$ cat src/rtl/drop_ctrl.sv
// rtl/drop_ctrl.sv - gravity, lock-delay and hard-drop sequencer for the falling piece
module drop_ctrl #(
  parameter int GRAVITY_CYCLES = 100_000_000,
  parameter int SOFT_CYCLES    = 10_000_000,
  parameter int LOCK_CYCLES    = 50_000_000
) (
  input  logic       clk,
  input  logic       rst,
  input  logic       spawn,
  input  logic       can_fall,
  input  logic [4:0] shadow_dy,
  input  logic       soft_drop,
  input  logic       hard_drop,
  input  logic       pause,
  input  logic       lock_ack,
  output logic       move_down,
  output logic [4:0] drop_rows,
  output logic       lock_req,
  output logic       busy
);

  typedef enum logic [1:0] {
    S_IDLE = 2'd0,
    S_FALL = 2'd1,
    S_LAND = 2'd2,
    S_LOCK = 2'd3
  } state_t;

  localparam logic [26:0] GRAV_M1 = 27'(GRAVITY_CYCLES - 1);
  localparam logic [26:0] SOFT_M1 = 27'(SOFT_CYCLES - 1);
  localparam logic [26:0] LOCK_M1 = 27'(LOCK_CYCLES - 1);
  localparam logic [26:0] CNT_MAX = '1;

  state_t      state_q, state_d;
  logic [26:0] grav_q, grav_d;
  logic [26:0] lock_q, lock_d;
  logic        pend_q, pend_d;
  logic [1:0]  settle_q, settle_d;
  logic        move_q, move_d;
  logic [4:0]  rows_q, rows_d;
  logic        lreq_q, lreq_d;
  logic        hd_prev_q;

  logic        hd_edge;
  logic        hd_now;
  logic        in_settle;
  logic [26:0] th_m1;

  function automatic logic [26:0] sat_inc(input logic [26:0] v);
    return (v == CNT_MAX) ? v : v + 27'd1;
  endfunction

  assign hd_edge   = hard_drop & ~hd_prev_q;
  assign hd_now    = pend_q | hd_edge;
  // The ghost row count lags a move by one cycle, so the pulse cycle and the one after are skipped.
  assign in_settle = (settle_q != 2'd0);
  assign th_m1     = soft_drop ? SOFT_M1 : GRAV_M1;

  always_comb begin
    state_d  = state_q;
    grav_d   = grav_q;
    lock_d   = lock_q;
    pend_d   = pend_q;
    settle_d = settle_q;
    move_d   = 1'b0;
    rows_d   = 5'd0;
    lreq_d   = lreq_q;

    if (!pause) begin
      if (in_settle) settle_d = settle_q - 2'd1;
      if (hd_edge)   pend_d   = 1'b1;

      case (state_q)
        S_IDLE: begin
          if (spawn) begin
            state_d = S_FALL;
            grav_d  = 27'd0;
            lock_d  = 27'd0;
          end
        end

        S_FALL, S_LAND: begin
          if (!in_settle) begin
            if (hd_now) begin
              // Hard drop wins over gravity and lock-delay expiry.
              if (shadow_dy != 5'd0) begin
                move_d = 1'b1;
                rows_d = shadow_dy;
              end
              state_d = S_LOCK;
              pend_d  = 1'b0;
            end else if (state_q == S_FALL) begin
              if (grav_q >= th_m1) begin
                grav_d = 27'd0;
                if (can_fall) begin
                  move_d   = 1'b1;
                  rows_d   = 5'd1;
                  settle_d = 2'd2;
                end else begin
                  state_d = S_LAND;
                  lock_d  = 27'd0;
                end
              end else begin
                grav_d = sat_inc(grav_q);
              end
            end else begin
              if (can_fall) begin
                state_d = S_FALL;
                grav_d  = 27'd0;
                lock_d  = 27'd0;
              end else if (lock_q >= LOCK_M1) begin
                state_d = S_LOCK;
              end else begin
                lock_d = sat_inc(lock_q);
              end
            end
          end
        end

        S_LOCK: begin
          pend_d = 1'b0;
          if (lock_ack) begin
            state_d = S_IDLE;
            lreq_d  = 1'b0;
          end else begin
            lreq_d = 1'b1;
          end
        end

        default: state_d = S_IDLE;
      endcase
    end
  end

  always_ff @(posedge clk) begin
    if (rst) begin
      state_q   <= S_IDLE;
      grav_q    <= 27'd0;
      lock_q    <= 27'd0;
      pend_q    <= 1'b0;
      settle_q  <= 2'd0;
      move_q    <= 1'b0;
      rows_q    <= 5'd0;
      lreq_q    <= 1'b0;
      hd_prev_q <= 1'b0;
    end else begin
      state_q   <= state_d;
      grav_q    <= grav_d;
      lock_q    <= lock_d;
      pend_q    <= pend_d;
      settle_q  <= settle_d;
      move_q    <= move_d;
      rows_q    <= rows_d;
      lreq_q    <= lreq_d;
      hd_prev_q <= hard_drop;
    end
  end

  assign move_down = move_q;
  assign drop_rows = rows_q;
  assign lock_req  = lreq_q;
  assign busy      = (state_q != S_IDLE);

endmodule

$ cat config.mk
export PLATFORM = sky130hd
export DESIGN_NAME = drop_ctrl
export DESIGN_NICKNAME = d
export VERILOG_FILES = /design/src/rtl/drop_ctrl.sv
export SDC_FILE = /design/constraint.sdc
export NUM_CORES = 1
export LEC_CHECK = 0
export CAP_MARGIN = 20
export CORE_MARGIN = 2
export CORE_UTILIZATION = 55
export CTS_CLUSTER_DIAMETER = 40
export DETAILED_ROUTE_END_ITERATION = 10
export PLACE_DENSITY_LB_ADDON = 0.05
export SETUP_SLACK_MARGIN = 0.1
export SLEW_MARGIN = 5
export SYNTH_ARGS = -nofsm -noshare
export SYNTH_HDL_FRONTEND = slang
export SYNTH_SLANG_ARGS = --single-unit
$ cat constraint.sdc
create_clock -name clk -period 2.8 [get_ports clk]
set_input_delay 0.56 -clock clk [delete_from_list [all_inputs] [get_ports clk]]
set_output_delay 0.56 -clock clk [all_outputs]
set_load 0.02 [all_outputs]
Word level (Yosys, flattened, before mapping)
Index checks and enable logic that the tools add are counted.

Add/sub/neg operators: 3. $lt $le $gt $ge: 2. Eq/ne operators: 18. Multiplexer cells: 50. Bitwise logic cells: 5. Reductions and logical operators: 11.

Operators by type and width (count): 27-bit 2-to-1 mux (16); 27-bit one-hot mux with 2 select lines (2); 27-bit by 1-bit adder with 27-bit output, second input constant (2); 27-bit == test, second input constant (2); 2-bit 2-to-1 mux (16); 27-bit by 26-bit >= comparator with 1-bit output, second input constant (1); 27-bit >= comparator (1); 4-bit inequality test, second input constant (5); 7-bit AND reduction (2); 1-bit 2-to-1 mux (12); 5-bit 2-to-1 mux (2); 3-bit inequality test, second input constant (3); 9-bit AND reduction (1); 2-bit inequality test, second input constant (4); 2-bit one-hot mux with 3 select lines (1); 2-bit nonzero test (3); 5-bit inequality test, second input constant (1); 5-bit nonzero test (1); 2-bit == test, second input constant (2); 4-bit OR reduction (1); 1-bit NOT (3); 2-bit by 1-bit == test with 1-bit output, second input constant (1); 2-bit logical NOT (1); 1-bit one-hot mux with 2 select lines (1); 5 further kinds (5).

Register bits: 67. Input bits: 13. Output and inout port bits: 8. Logic and storage cells: 98.

Logic depth before layout (Yosys ltp)
Word-level depth: 8. Depth in mapped cells: 11. Gate-level depth less buffers: 8.

Least setup slack after synthesis
Ideal clock, no wire load.

Path type: reg2reg. From: register state_q[0]. To: register grav_q[10]. Library setup time: 70 ps. Arrival time: 2587 ps. Required time: 2730 ps. Setup slack: 143 ps. Cell stages (with the launch flop): 10. Buffers on the path: 2. Clock period less this slack: 2657 ps. Cells stage by stage: dfxtp_1 -> inv_1 -> ha_1 -> o21a_1 -> a211o_1 -> or4b_1 -> buf_2 -> buf_6 -> or4_1 -> a21oi_1.

Cells in the longest elaborated chain, start to end: 5. Elaborated cells on any way between the ends: 15. Classes of those cells: eq/ne: 7; mux: 4; reduce/logical: 4.

Ends and longest elaborated chain: start: declaration (line 34) `state_t state_q, state_d;`; start signal: assignment (line 147) `state_q <= state_d;`; 2-bit by 1-bit == test with 1-bit output (line 73, 92); 27-bit 2-to-1 mux (line 92) `end else if (state_q == S_FALL) begin`; 27-bit 2-to-1 mux (line 84) `if (hd_now) begin`; 27-bit 2-to-1 mux (line 83) `if (!in_settle) begin`; 27-bit one-hot mux with 2 select lines (line 73) `case (state_q)`; end signal: assignment (line 148) `grav_q <= grav_d;`; end: declaration (line 35) `logic [26:0] grav_q, grav_d;`.

Parallel ways exist; a longest one is shown, timed or not. The select of a mux whose other input is x is not followed. A chain may end at the register's enable or synchronous reset.

Worst setup path after layout
From: input port soft_drop. To: register lock_q[1].

Cells in the longest elaborated chain, start to end: 4.

Ends and longest elaborated chain: start: declaration (line 12) `input logic soft_drop,`; 27-bit 2-to-1 mux (line 57) `assign th_m1 = soft_drop ? SOFT_M1 : GRAV_M1;`; 27-bit >= comparator (line 93) `if (grav_q >= th_m1) begin`; 3-bit inequality test (no source line); 9-bit AND reduction (no source line); end signal: assignment (line 149) `lock_q <= lock_d;`; end: declaration (line 36) `logic [26:0] lock_q, lock_d;`.

Every way passes these cells.

==> key figures <==
Status
  • Status: finished, final reports clean

Logic synthesis
  • Synth cell count leaders: dfxtp_1, a21oi_1, nand2_1
  • Share of the synthesized area in the top cell type: 0.321
  • EDFF count, synth: 0
  • #FFs+latches synth: 67
  • Register area share after synthesis: 0.321
  • Syn Nets: 552
  • Netlist cell types: 64
  • Area contributors post-synth: dfxtp_1, ha_1, a21oi_1, or4_1, o31ai_1
  • Post-synth ARST share: 0
  • Ys flop type: dfxtp_1
  • Post-synthesis instance area: 4180 um^2
  • Top-count cell post-synth: dfxtp_1
  • Cells after synthesis: 519
  • Synth area leader: dfxtp_1
  • Syn_area_per_cell: 8.05 um^2
  • Yosys Warn Count: 0

Finish
  • Post-layout util: 0.718
  • Sequential Area: 1340 um^2
  • Share of layout cells above drive strength 1: 0.194
  • Multi-input logic area: 2760 um^2
  • Layout Nets: 616
  • Area delta synth->final: 25.4%
  • Ant. Diodes: 0
  • # fillers: 604

Critical path
  • Endpoint class of the critical path: flip-flop
  • Crit path launch type: input pin
  • Critical setup path kind: input pin to flip-flop
  • Worst path arrival time: 2940 ps
  • Critical Path RT: 3070 ps
  • Crit path max fanout: 17

Pwr
  • Part of the power in registers: 0.433
  • Pleak: 1.74 nW
  • Power per Cell Area: 428 nW/um^2
  • Clock power frac: 0.363
  • Combinational share of power: 0.204
  • Psw: 0.000646 W
  • Internal: 0.00160 W
  • Net Sw Frac: 0.288
  • Max rail drop VDD: 0.000251 V

Floorplanning
  • Starting Density: 0.573
  • Die Width: 91.2 um
  • Core box area: 7290 um^2
  • Die area: 8310 um^2
  • Rows: 31
  • Die height: 91.2 um
  • Boundary Pins: 21

Place
  • Port Buf Inserts: 20
  • HPWL Detailed: 8250 um
  • DP Worst Slack: -520 ps
  • Routability cong.: 0.939

CTS
  • H-tree depth: 3
  • Post-CTS Hold Buffers: 0
  • Clock root buffer: clkbuf_8
  • Clock Latency Late Sink: 340 ps
  • Inserted Clock Buffers: 9
  • Clock slew at reported path FFs: 80 ps
  • CTS tree: yes
  • CTS Sinks: 67
  • Clk buf depth: 2

Global routing
  • Initial antenna violation count: 0
  • First-pass GRT wire length: 19500 um
  • Most Crowded Layer GR: met2
  • Grt ovf: 0
  • Grt met1 use: 0.396
  • Largest net degree at the start of global routing: 35
  • Number of global-route vias before repair: 4063
  • Met3 global-route usage: 0.0473
  • Gr usage total: 0.284
  • Routing usage on met2: 0.442

STA
  • Fin. max-slew vios: 0
  • Worst slew pin tran: 528 ps
  • Worst setup margin: 138 ps
  • Final period utilization: 0.951
  • Setup violators final: 0
  • Max_slew headroom: 0.648
  • Hold Vio Cnt, Final: 0
  • RSZ-0062 raised after global routing: no
  • Fin crit period: 2660 ps
  • Fin Hold WS: 480 ps
  • Max frequency: 0.376 GHz
  • Skew final: 10.6 ps

Route
  • DRT iter0 DRCs: 345
  • Vias per cell: 6.55
  • Drt wl/cell: 17.8 um
  • DRT Pass-1 Iters: 5
  • Final wirelength: 12300 um
  • Vias: 4500
  • Final ANT Viol Nets: 0
  • DRC violations left: 0

Min path
  • HP Class: flip-flop to flip-flop

Job
  • MaxCap Viol Count: 0
## registers in the layout, summed over array words and instances, names as in the netlist
signal / count
pend_q: 1
hd_prev_q: 1
grav_q: 27
lock_req: 1
settle_q: 2
move_down: 1
state_q: 2
lock_q: 27
drop_rows: 5
## routing by layer
metal	vias up	share of wire
met4	0	0.018
met1	2144	0.45
met2	167	0.47
met3	28	0.061
met5	-	0
li1	2161	-
## power by group through the flow
| stage | combinational (W) | clock (W) | sequential (W) |
|---|---|---|---|
| after floorplan | 0.000219 | 0 | 0.000996 |
| after CTS | 0.000412 | 0.000822 | 0.000971 |
| after detailed placement | 0.000396 | 0 | 0.000993 |
| after global routing | 0.000493 | 0.000866 | 0.000972 |
| after global placement | 0.000390 | 0 | 0.000993 |
| final | 0.000458 | 0.000815 | 0.000971 |
## worst max-delay path, cell delays in order
cell and delay (ps):
clkdlybuf4s15_1 220, buf_6 160, ha_1 300, and4b_1 230, and3_4 220, buf_4 110
o211ai_1 110, and3_4 210, buf_12 160, or4_4 530, a21oi_2 130
## placed cells by master (no fill, tap or decap), types with 13 or more instances in the layout
cell type and count:
dfxtp_1 66, nand3_1 30, ha_1 17, a21oi_1 43, or4_1 27, nor2_1 28
inv_1 19, nand4_1 20, nor3_1 13, clkdlybuf4s50_1 19, o31ai_1 27, buf_4 56
nand2_1 41, o21ai_0 13
## logic make-up after synthesis
kind of cell             synth area share
XOR/XNOR                          0.00210
buffers and inverters              0.0512
AND/OR/NAND/NOR                     0.321
flip-flops                          0.321
adder cells (fa/ha/maj)            0.0599
multiplexers                      0.00479
AO/OA/AOI/OAI                       0.240
## final cells by class
| cell class | instances | share of cell area |
|---|---|---|
| tap | 99 | 0.0236 |
| sequential | 67 | 0.256 |
| inverter | 20 | 0.0143 |
| multi-input combinational | 402 | 0.527 |
| timing repair buffer | 83 | 0.142 |
| clock buffer | 11 | 0.0270 |
| clock inverter | 5 | 0.0100 |
## stage by stage
step / area (um^2) / total power (W) / std cells / setup TNS [ps]
after floorplan: 4180 / 0.00122 / 519 / 0
after global placement: 4820 / 0.00138 / 663 / -21190
after detailed placement: 4820 / 0.00139 / 663 / -24110
after CTS: 5080 / 0.00220 / 684 / 0
after global routing: 5240 / 0.00233 / 687 / 0
final: 5240 / 0.00224 / 687 / 0
## what timing repair did
action	in CTS	in global routing
pin swaps	3	7
gates resized for setup	10	23
endpoints found under the setup margin	56	45
gates cloned	0	1
setup buffers	5	2
## final timing paths
| path | start | to | slack (ps) | depth (start not counted) |
|---|---|---|---|---|
| max | soft_drop | lock_q[1] | 140 | 11 |
| min | state_q[1] | state_q[1] | 480 | 2 |
| max reg2reg | state_q[0] | lock_q[4] | 230 | 10 |
| min reg2reg | state_q[1] | state_q[1] | 480 | 2 |
No activity file was read; power rests on OpenSTA's default activity.
